`src/rtl/stream_elastic_fifo.sv`:
```
// stream_elastic_fifo
//   Elastic valid/ack FIFO between an upstream interface and a kernel input
//   port. The output is first-word fall-through with a registered dout. The
//   handshake flags are decoded from the stored count only, so there is no
//   combinational path from either side's handshake inputs.
//   An upstream stall watchdog raises a sticky overflow flag.
//
// Ports
//   clk      : single clock, rising edge
//   reset    : asynchronous active-low reset
//   flush    : synchronous clear of contents, pointers, watchdog and overflow
//   din      : upstream data
//   vld_in   : upstream data valid
//   ack_out  : acceptance to upstream, high while count < DEPTH
//   dout     : oldest stored word, held while vld_out=1 and ack_in=0
//   vld_out  : data valid to kernel, high while count > 0
//   ack_in   : kernel acceptance
//   count    : number of stored words, 0..DEPTH
//   overflow : sticky; set after 256 consecutive stalled upstream cycles

module stream_elastic_fifo #(
    parameter int PAYLOAD_BITS = 32,
    parameter int DEPTH_BITS   = 4
) (
    input  logic                    clk,
    input  logic                    reset,
    input  logic                    flush,
    input  logic [PAYLOAD_BITS-1:0] din,
    input  logic                    vld_in,
    output logic                    ack_out,
    output logic [PAYLOAD_BITS-1:0] dout,
    output logic                    vld_out,
    input  logic                    ack_in,
    output logic [DEPTH_BITS:0]     count,
    output logic                    overflow
);

    localparam int DEPTH = 1 << DEPTH_BITS;
    localparam logic [DEPTH_BITS:0] DEPTH_CNT = (DEPTH_BITS+1)'(DEPTH);
    localparam logic [DEPTH_BITS:0] ONE_CNT   = (DEPTH_BITS+1)'(1);

    logic [PAYLOAD_BITS-1:0] mem [DEPTH];
    logic [DEPTH_BITS-1:0]   wr_ptr;
    logic [DEPTH_BITS-1:0]   rd_ptr;
    logic [DEPTH_BITS-1:0]   rd_next;
    logic [7:0]              stall_cnt;
    logic                    push;
    logic                    pop;
    logic                    stall;

    assign ack_out = (count < DEPTH_CNT);
    assign vld_out = (count != '0);
    assign push    = vld_in & ack_out;
    assign pop     = vld_out & ack_in;
    assign stall   = vld_in & ~ack_out;
    assign rd_next = rd_ptr + 1'b1;

    // Storage is deliberately left without reset.
    always_ff @(posedge clk) begin
        if (push && !flush) begin
            mem[wr_ptr] <= din;
        end
    end

    always_ff @(posedge clk or negedge reset) begin
        if (!reset) begin
            count  <= '0;
            wr_ptr <= '0;
            rd_ptr <= '0;
        end else if (flush) begin
            count  <= '0;
            wr_ptr <= '0;
            rd_ptr <= '0;
        end else begin
            if (push) begin
                wr_ptr <= wr_ptr + 1'b1;
            end
            if (pop) begin
                rd_ptr <= rd_next;
            end
            if (push && !pop) begin
                count <= count + 1'b1;
            end else if (pop && !push) begin
                count <= count - 1'b1;
            end
        end
    end

    // Registered head-of-queue word. A push into an empty FIFO loads din
    // directly; a pop loads the next stored word, or din when the popped word
    // was the last one and a push replaces it on the same edge. A flush keeps
    // the last value, since dout is don't-care while vld_out=0.
    always_ff @(posedge clk or negedge reset) begin
        if (!reset) begin
            dout <= '0;
        end else if (!flush) begin
            if (push && count == '0) begin
                dout <= din;
            end else if (pop) begin
                if (count > ONE_CNT) begin
                    dout <= mem[rd_next];
                end else if (push) begin
                    dout <= din;
                end
            end
        end
    end

    // The counter saturates at 255, and the 256th consecutive stalled edge
    // sets overflow.
    always_ff @(posedge clk or negedge reset) begin
        if (!reset) begin
            stall_cnt <= '0;
            overflow  <= 1'b0;
        end else if (flush) begin
            stall_cnt <= '0;
            overflow  <= 1'b0;
        end else if (stall) begin
            if (stall_cnt == 8'd255) begin
                overflow <= 1'b1;
            end else begin
                stall_cnt <= stall_cnt + 1'b1;
            end
        end else begin
            stall_cnt <= '0;
        end
    end

endmodule

```
`config.mk`:
```
export PLATFORM = sky130hd
export DESIGN_NAME = stream_elastic_fifo
export DESIGN_NICKNAME = d
export VERILOG_FILES = /design/src/rtl/stream_elastic_fifo.sv
export SDC_FILE = /design/constraint.sdc
export NUM_CORES = 1
export LEC_CHECK = 0
export CAP_MARGIN = 20
export CORE_ASPECT_RATIO = 0.75
export CORE_MARGIN = 5
export CORE_UTILIZATION = 60
export DETAILED_ROUTE_END_ITERATION = 6
export PLACE_DENSITY = 0.86
export SKIP_LAST_GASP = 1
export SYNTH_ARGS = -nofsm -noshare
export SYNTH_HDL_FRONTEND = slang
export SYNTH_SLANG_ARGS = --single-unit
```
`constraint.sdc`:
```
create_clock -name clk -period 3.9 [get_ports clk]
set_input_delay 0.78 -clock clk [delete_from_list [all_inputs] [get_ports clk]]
set_output_delay 0.78 -clock clk [all_outputs]
set_load 0.005 [all_outputs]
```
# Word level (Yosys, flattened, before mapping)
# Memories as Yosys holds them, arrays and structs flattened.
# Cells that the tools add are included.
op_classes:
  bitwise: 5
  reduce_logical: 18
  eq_ne: 2
  n_addsub: 5
  order_cmp: 2
  n_mux: 19
op_table:
  columns: ["cell", "n"]
  rows:
  - ["$mux W32", 4]
  - ["$mux W8", 3]
  - ["$mux W4", 4]
  - ["$mux W5", 3]
  - ["$reduce_bool A2 Y1", 5]
  - ["$add A4 B1 Y4 const B", 2]
  - ["$add A8 B1 Y8 const B", 1]
  - ["$eq A8 B8 Y1 const B", 1]
  - ["$reduce_bool A3 Y1", 2]
  - ["$add A5 B1 Y5 const B", 1]
  - ["$gt A5 B1 Y1 const B", 1]
  - ["$logic_not A5 Y1", 1]
  - ["$lt A5 B5 Y1 const B", 1]
  - ["$mux W1", 5]
  - ["$reduce_bool A5 Y1", 1]
  - ["$sub A5 B1 Y5 const B", 1]
  - ["$logic_and A1 B1 Y1", 4]
  - ["$and A1 B1 Y1", 3]
  - ["$logic_not A1 Y1", 3]
  - ["$ne A3 B3 Y1 const B", 1]
  - ["$reduce_and A3 Y1", 1]
  - ["$not A1 Y1", 2]
  - ["$reduce_and A2 Y1", 1]
word_totals:
  mem_bits_rw: 512
  ff_bits: 54
  n_memories: 1
mem_list:
  columns: ["name", "depth", "word_bits", "rd", "rd_clocked_by_memory_dff", "wr", "line_no", "text"]
  rows:
  - ["mem", 16, 32, 1, 0, 1, "42", "logic [PAYLOAD_BITS-1:0] mem [DEPTH];"]

# Logic depth before layout (Yosys ltp)
# Gate-level depths: netlist of the first run.
logic_depth:
  word_depth: 7
  ltp_mapped: 8
  ltp_nobuf: 7

# Worst setup path before layout of the first run
# No wires, ideal clock.
synth_timing:
  path_type: "input -> register"
  from: "input port vld_in"
  to: "memory mem[15][0] (enable)"
  path_slack_ns: 0.565
  required_time_ns: 3.479
  arrival_time_ns: 2.914
  stages: 4
  path_buffers: 1
  cell_sequence: "nor2b_1 clkbuf_1 nand2_1 nor2_1"
synth_via:
  elab_chain_len: 4
synth_rtl:
  columns: ["element", "line_no", "text"]
  rows:
  - ["from (decl)", "29", "input logic vld_in,"]
  - ["$and A1 B1 Y1", "53", "assign push = vld_in & ack_out;"]
  - ["$logic_and A1 B1 Y1", "60", "if (push && !flush) begin"]
  - ["$mux W1", "60", null]
  - ["$mux W1 (implied by the code)", "61", "mem[wr_ptr] <= din;"]
  - ["to (decl)", "42", null]
# No other way between the ends.

# Final worst setup path of the first run
layout_timing:
  from: "register count[1]"
  to: "output port vld_out"
layout_via:
  elab_chain_len: 1
layout_rtl:
  columns: ["element", "line_no", "text"]
  rows:
  - ["from (decl)", "34", "output logic [DEPTH_BITS:0] count,"]
  - ["from (signal assigned)", "82", "count <= count + 1'b1;"]
  - ["from (signal assigned)", "84", "count <= count - 1'b1;"]
  - ["$reduce_bool A5 Y1", "52", "assign vld_out = (count != '0);"]
  - ["to (decl)", "32", "output logic vld_out,"]
# No other way between the ends.

==> results of run 1 <==
## area by class of cell
| class | instances | area, um2 |
|---|---|---|
| flip-flops and latches | 566 | 16700 |
| fillers | 2172 | 11100 |
| clock buffers | 62 | 1370 |
| clock inverters | 33 | 380 |
| multi-input cells | 459 | 5090 |
| inverters | 74 | 278 |
| well taps | 504 | 631 |
| repair buffers | 128 | 1230 |
## kinds of logic (layout without fill, tap and decap cells)
kind of cell / Yosys count / after routing / share of synthesized area [%]
mux: 129 / 129 / 13.0
fa+ha+maj: 10 / 10 / 0.562
flops: 566 / 566 / 75.1
simple gates: 122 / 122 / 2.53
xor+xnor: 12 / 12 / 0.472
compound gates: 186 / 186 / 5.56
buf+inv: 137 / 297 / 2.79
## worst max path at each step
stage          slack (ps)  cells after the start         end      from
2_1_floorplan         570                      4  mem[15][0]    vld_in
3_3_place_gp          710                      5  mem[7][23]    vld_in
3_5_place_dp          640                      5  mem[3][13]    vld_in
4_1_cts               630                      5     vld_out  count[1]
5_1_grt               530                      5     vld_out  count[0]
6_report              620                      5     vld_out  count[1]
## worst max-delay path: stages, from the launching register on
cell and delay, ps:
dfrtp_1 450, inv_1 150, ha_1 210, nor4b_4 550
inv_1 90, clkdlybuf4s50_1 470
## sequential cells by signal (all words and copies together), names as in the netlist
| register | count |
|---|---|
| count | 5 |
| dout | 32 |
| mem | 512 |
| overflow | 1 |
| rd_ptr | 4 |
| stall_cnt | 8 |
| wr_ptr | 4 |
## through the flow
stage	hold slack (ps)	worst slack (ps)
final	358	621
after global routing	417	527
after CTS	372	630
after detailed placement	472	641
after global placement	467	710
after floorplan	463	565
## routing by layer
layer | GRT usage, % | part of all wire [%] | up-vias
met3 | 5.93 | 11 | 131
met4 | 8.54 | 3.5 | 4
met2 | 42.2 | 49 | 810
met5 | 0 | 0.051 | -
met1 | 37.3 | 37 | 6139
li1 | - | - | 4917
## cell usage in the layout (no fill, tap or decap), drive strengths merged, types with 2 or more instances in the layout
cell | netlist | final
edfxtp | 512 | 512
mux4 | 128 | 128
inv | 74 | 77
clkdlybuf4s50 | 0 | 75
o21ai | 66 | 66
clkbuf | 34 | 62
dfrtp | 54 | 54
buf | 29 | 53
nand2 | 50 | 50
nor2 | 36 | 36
o22ai | 32 | 32
a21boi | 32 | 32
a2111oi | 32 | 32
clkinv | 0 | 22
ha | 10 | 10
bufinv | 0 | 8
nand3 | 7 | 7
xnor2 | 7 | 7
and3 | 5 | 5
xor2 | 5 | 5
nor3 | 5 | 5
a21oi | 5 | 5
or3 | 3 | 3
nor2b | 3 | 3
a31oi | 3 | 3
a211oi | 3 | 3
nand3b | 2 | 2
o31ai | 2 | 2
nor4 | 2 | 2
a21o | 2 | 2
nand4 | 2 | 2
## power by group
part | internal (mW) | switching [mW]
sequential | 6.90 | 0.222
combinational | 2.24 | 2.67
clock | 3.05 | 2.20
total | 12.2 | 5.09
==> impl_metrics.toml, run 1 <==
[logic_synthesis]
synth_area_um2 = 22300
syn-instance-count = 1162
ys_seq_area_share_pct = 75.1
syn-num-nets = 1209
synth_top_area_share_pct = 69.0
netlist_top_cells_count = "edfxtp_1 (512), mux4_2 (128), inv_1 (74)"
syn_avg_cell_area_um2 = 19.2
synth_edf_count = 512
yosys.area.top_type = "edfxtp_1"
synthFlopType = "edfxtp_1"
synthArstFlopShare_pct = 9.54
ys_seq_elements = 566
yosys-top-cells-area = "edfxtp_1 (69%), mux4_2 (13%), dfrtp_1 (6.1%)"
synth_cell_types = 52
ys_warn_count = 0
synth_most_common_cell = "edfxtp_1"

[pwr]
leakage_nw = 8.44
p_total_mw = 17.3
vdd_ir_drop_max_mv = 0.442
p_per_area_nw_per_um2 = 672

[final_layout]
fin_util_pct = 69.8
drive_above_1_share_pct = 21.7
n_antenna_cell = 0
area_growth_pct = 15.5
final_nets = 1327
final_cells = 1826
fin_area_um2 = 25700

[setup_path]
crit_arrival_ps = 2500
cp_max_fo = 9
startpoint_type = "flop"
required_ps = 3120
reg2reg_to = "dout[11]"
reg2reg_slack_ps = 720
reg2reg_from = "count[0]"
end_kind = "output port"
rr_worst_depth = 6
crit_type = "flop to output port"

[sta]
slew-limit-headroom_pct = 36.2
rsz0062_at_grt = "no"
worstMarginPinSlew_ps = 956
finalHoldViolations = 0
worst_clock_skew_ps = 21.4
finalMaxSlewViolations = 0
finalCriticalPeriod_ps = 3280
period_share_pct = 84.1
setup_viol = 0
max_freq_mhz = 305
setup_tns_ps = 0

[floorplanning]
start_util_pct = 60.4
ios = 77
die_area_um2 = 41100
die_y_um = 177
die_w_um = 232
fp-row-count = 61
core_area_um2 = 36900

[grt]
track_usage_pct = 26.4
grt_overflow = 0
antenna_found_initial = 2
grt_pass1_vias = 12300
grt_pass1_wl_um = 79700
grt_max_degree = 80

[detailed_routing]
drc = 0
vias_per_cell = 6.57
postRouteAntennaNets = 0
wl_um = 53300
wl_per_cell_um = 29.2
drtIter0Drc = 1731
dr_total_vias = 12000
dr.pass1.iters = 5

[clock_network]
root_buffer = "clkbuf_16"
cts_setup_buffers = 0
clock_latency_ps = 590
cts_buffer_depth = 3
cts.repair.resized = 0
cts_tree = "done"
cts_sinks = 566
cts.hold.buffers_added = 0
clk_pin_slew_ps = 70
ctsHtreeMaxLevel = 2
cts_buffers = 51

[placement]
placedCellCount = 1731
portBuffers = 76
gp_congestion = 0.811
hpwl_um = 30300
postPlaceCellArea_um2 = 24000

[status]
status = "completed"

[min_path]
min_path_type = "input pin to asynchronous set/reset pin"

[run]
maxCapViolations = 0
(Power assumes the default switching activity.)
==> run 2, diff against run 1 <==
==> constraint.sdc (replaced) <==
create_clock -name clk -period 3.4 [get_ports clk]
set_input_delay 0.68 -clock clk [delete_from_list [all_inputs] [get_ports clk]]
set_output_delay 0.68 -clock clk [all_outputs]
set_load 0.005 [all_outputs]
==> run 2 against run 1 <==
  * Wire length rose by 2.1%
  * Clock skew is 8.8 ps lower
  * Total power increased by 15%
  * Cell count up 0.77%
  * Utilization is 0.30 points higher
  * Clock power is 14% higher
  * Highest routed layer unchanged
==> impl_metrics.toml, run 2 (synthesis results as in run 1) <==
[pwr]
p_per_area_nw_per_um2 = 771
leakage_nw = 8.49
vdd_ir_drop_max_mv = 0.513
switching_power_mw = 5.88
p_int_mw = 14.0
swShare_pct = 29.5
p_total_mw = 19.9
pwr-share-seq_pct = 41.0
comb_power_share_pct = 29.0
clkPwrFrac_pct = 30.0

[floorplanning]
die_area_um2 = 41100
ios = 77
die_y_um = 177
die_w_um = 232
core_area_um2 = 36900
start_util_pct = 60.4
fp-row-count = 61

[sta]
setup_tns_ps = 0
max_freq_mhz = 322
slew-limit-headroom_pct = 37.3
finalCriticalPeriod_ps = 3110
finalHoldViolations = 0
worst_clock_skew_ps = 12.7
hold_ws_ps = 41.8
worstMarginPinSlew_ps = 940
finalMaxSlewViolations = 0
setup_viol = 0
period_share_pct = 91.4
rsz0062_at_grt = "no"

[setup_path]
required_ps = 2720
cp_max_fo = 9
crit_type = "flop to output port"
startpoint_type = "flop"
end_kind = "output port"
crit_arrival_ps = 2430

[grt]
grt_overflow = 0
track_usage_pct = 27.2
grt_max_degree = 72
grt_pass1_vias = 12500
antenna_found_initial = 2
grt_pass1_wl_um = 82700

[final_layout]
final_nets = 1343
largest_register_ffs = 512
drive_above_1_share_pct = 22.4
final_common_cell = "edfxtp_1"
final_cell_mix = "edfxtp_1 (512), mux4_2 (128), clkdlybuf4s50_1 (75), inv_1 (74), buf_4 (61)"
area_growth_pct = 16.0
fin_util_pct = 70.1
n_antenna_cell = 0
largest_register = "mem"
reg_top3 = "mem (512), dout (32), stall_cnt (8)"

[clock_network]
root_buffer = "clkbuf_16"
ctsHtreeMaxLevel = 2
clock_latency_ps = 580
cts_tree = "done"
cts_sinks = 566
cts_setup_buffers = 0
cts.repair.resized = 0
cts_buffers = 50
cts_buffer_depth = 3
clk_pin_slew_ps = 70
cts.hold.buffers_added = 0

[detailed_routing]
met3_length_um = 6400
wl_met1_um = 20400
highest_layer = "met5"
postRouteAntennaNets = 0
dr_total_vias = 12200
vias_per_cell = 6.61
met2_length_um = 26400
dr.pass1.iters = 7
drtIter0Drc = 1934
wl_um = 54400
wl_per_cell_um = 29.6
drc = 0

[placement]
portBuffers = 76
gp_congestion = 0.811
hpwl_um = 31700

[min_path]
min_path_type = "input pin to asynchronous set/reset pin"

[status]
status = "completed"

[run]
maxCapViolations = 0
run 2: cell types whose count changed in the layout (fill, tap and decap cells not counted), moves of 4 or more:
cell and change:
clkinv_1 +4, clkinv_2 -9, buf_4 +16, clkbuf_8 +4
run 2: layout make-up:
type,instances,area [um2]
fillers,2117,11000
inverters,74,278
multi-input cells,459,5090
flip-flops and latches,566,16700
clock buffers,62,1370
clock inverters,30,354
well taps,504,631
repair buffers,145,1370
run 2: worst max-delay path, cell delays in order (launching register included):
cell	delay, ps
dfrtp_1	460
inv_1	150
ha_1	190
nor4b_4	500
inv_1	90
clkdlybuf4s50_1	470
run 2: per-layer routing:
layer | vias up | GRT usage (%)
met5 | - | 0
met4 | 4 | 6.42
met3 | 108 | 5.34
met2 | 832 | 43.6
met1 | 6286 | 39.9
li1 | 4937 | -
run 2: worst paths after layout:
path / startpoint / end / slack (ps) / cells past startpoint
hold reg to reg: dout[5] / dout[5] / 490 / 2
setup reg to reg: rd_ptr[0] / dout[1] / 470 / 9
min in group clk: dout[5] / dout[5] / 490 / 2
hold / removal: reset / dout[6] / 40 / 1
max in group asynchronous: reset / rd_ptr[0] / 2580 / 2
setup / recovery: count[0] / vld_out / 290 / 5
run 2: metrics by stage:
step	worst slack, ps	cells	cell area, um2
2_1_floorplan	165	1162	22300
3_3_place_gp	491	1748	24100
3_5_place_dp	280	1748	24100
4_1_cts	261	1840	25800
5_1_grt	166	1840	25800
6_report	294	1840	25800
run 2: power by group through the flow:
stage | registers [mW] | clock network (mW) | logic, mW
finish | 8.17 | 5.97 | 5.78
global route | 8.20 | 6.34 | 6.17
CTS | 8.16 | 6.02 | 5.77
detailed placement | 8.30 | 0 | 5.62
global placement | 8.29 | 0 | 5.48
floorplan | 8.23 | 0 | 3.58
==> run 3, diff against run 2 <==
==> constraint.sdc (replaced) <==
create_clock -name clk -period 2.9 [get_ports clk]
set_input_delay 0.58 -clock clk [delete_from_list [all_inputs] [get_ports clk]]
set_output_delay 0.58 -clock clk [all_outputs]
set_load 0.005 [all_outputs]
==> run 3 against run 2 <==
  * Sequential power is 18% higher
  * Wire length rose by 0.79%
  * Clock-buffer cell count increased by 5
  * Largest power group unchanged
  * Highest routed layer unchanged
==> impl_metrics.toml, run 3 (synthesis results as in run 1) <==
[sta]
slew-limit-headroom_pct = 31.0
finalMaxSlewViolations = 0
setup_viol = 0
finalCriticalPeriod_ps = 2770
worstMarginPinSlew_ps = 1030
finalHoldViolations = 0
max_freq_mhz = 360
rsz0062_at_grt = "no"
worst_clock_skew_ps = 24.1
period_share_pct = 95.7
timing.final.ws_setup_ps = 125

[grt]
antenna_found_initial = 1
track_usage_pct = 27.4
grt_pass1_vias = 12800
grt_max_degree = 49
grt_pass1_wl_um = 82000
grt_overflow = 0

[placement]
portBuffers = 76
hpwl_um = 31600
place_ws_ps = -142
placedCellCount = 1755
postPlaceCellArea_um2 = 24400
gp_congestion = 0.822

[clock_network]
clock_latency_ps = 580
clk_pin_slew_ps = 60
ctsHtreeMaxLevel = 2
cts_setup_buffers = 0
cts_sinks = 566
root_buffer = "clkbuf_16"
cts_buffer_depth = 3
cts_tree = "done"
cts_buffers = 50

[pwr]
clkPwrFrac_pct = 29.5
swShare_pct = 29.2
switching_power_mw = 6.77
p_per_area_nw_per_um2 = 890
leakage_nw = 8.56
p_int_mw = 16.5
pwr-share-seq_pct = 41.3
vdd_ir_drop_max_mv = 0.827
comb_power_share_pct = 29.2

[floorplanning]
die_area_um2 = 41100
die_y_um = 177
ios = 77
start_util_pct = 60.4
fp-row-count = 61
die_w_um = 232
core_area_um2 = 36900

[final_layout]
reg_top3 = "mem (512), dout (32), stall_cnt (8)"
final_nets = 1351
final_cells = 1850
fin_area_um2 = 26100
drive_above_1_share_pct = 22.8
largest_register = "mem"
area_growth_pct = 17.2
largest_register_ffs = 512
final_common_cell = "edfxtp_1"
final_cell_mix = "edfxtp_1 (512), mux4_2 (128), clkdlybuf4s50_1 (75), inv_1 (73), o21ai_0 (55)"

[detailed_routing]
drtIter0Drc = 1722
postRouteAntennaNets = 0
wl_um = 54900
dr_total_vias = 12200
dr.pass1.iters = 5
vias_per_cell = 6.59
drc = 0
wl_per_cell_um = 29.7

[setup_path]
cp_max_fo = 6
rr_worst_depth = 6
end_kind = "output port"
crit_type = "flop to output port"
reg2reg_from = "rd_ptr[0]"
startpoint_type = "flop"
required_ps = 2320
reg2reg_to = "dout[16]"
reg2reg_slack_ps = 180
crit_arrival_ps = 2190

[run]
maxCapViolations = 0

[status]
status = "completed"

[min_path]
min_path_type = "input pin to asynchronous set/reset pin"
[run 3: cell count changes in the layout (fill, tap and decap cells not counted), sizes merged]
cell / before / now
clkinvlp: 2 / 3
buf: 70 / 77
clkinv: 19 / 15
dlygate4sd3: 0 / 1
diode: 0 / 1
bufinv: 8 / 7
clkbuf: 62 / 67
[run 3: how the worst max path moves through the flow]
stage,end,start
after CTS,dout[16],rd_ptr[0]
after floorplan,mem[15][0],vld_in
final,vld_out,count[1]
after detailed placement,dout[14],rd_ptr[0]
after global routing,dout[23],rd_ptr[0]
after global placement,dout[14],rd_ptr[0]
[run 3: cell type report]
cell class | instances | area [um2]
Clock inverter | 26 | 313
Inverter | 74 | 278
Antenna cell | 1 | 2.50
Multi-Input combinational cell | 459 | 5110
Fill cell | 2082 | 10800
Sequential cell | 566 | 16700
Timing Repair Buffer | 153 | 1660
Tap cell | 504 | 631
Clock buffer | 67 | 1370
[run 3: per-layer routing]
layer | wire (um) | GRT usage [%]
met4 | 1790 | 9.47
met1 | 20000 | 37.6
met5 | 13 | 0
met3 | 5900 | 6.64
met2 | 27100 | 44.1
[run 3: power by group through the flow]
stage,combinational (mW),clock (mW),sequential (mW)
global route,7.25,7.29,9.63
detailed placement,6.60,0,9.74
floorplan,4.19,0,9.64
global placement,6.39,0,9.72
finish,6.79,6.84,9.60
CTS,6.78,6.89,9.59
[run 3: what timing repair did]
item / CTS / global route
hold buffers: 1 / 0
hold endpoints to repair: 13 / 0
resized for setup: 2 / 4
setup endpoints to repair: 1 / 3
gates cloned: 0 / 0
[run 3: stage by stage]
stage,hold slack (ps),power [mW],utilization [%],TNS (ps)
after floorplan,284,13.8,-,-84480
after global placement,467,16.1,66.1,0
after detailed placement,470,16.3,66.1,-142
after CTS,464,23.3,70.7,0
after global routing,502,24.2,70.8,0
final,465,23.2,70.8,0
[run 3: worst max-delay path: stages, from the launching register on]
cell             delay [ps]
dfrtp_1                 470
inv_2                   130
ha_1                    220
nor4b_4                 270
inv_1                    70
clkdlybuf4s50_1         440
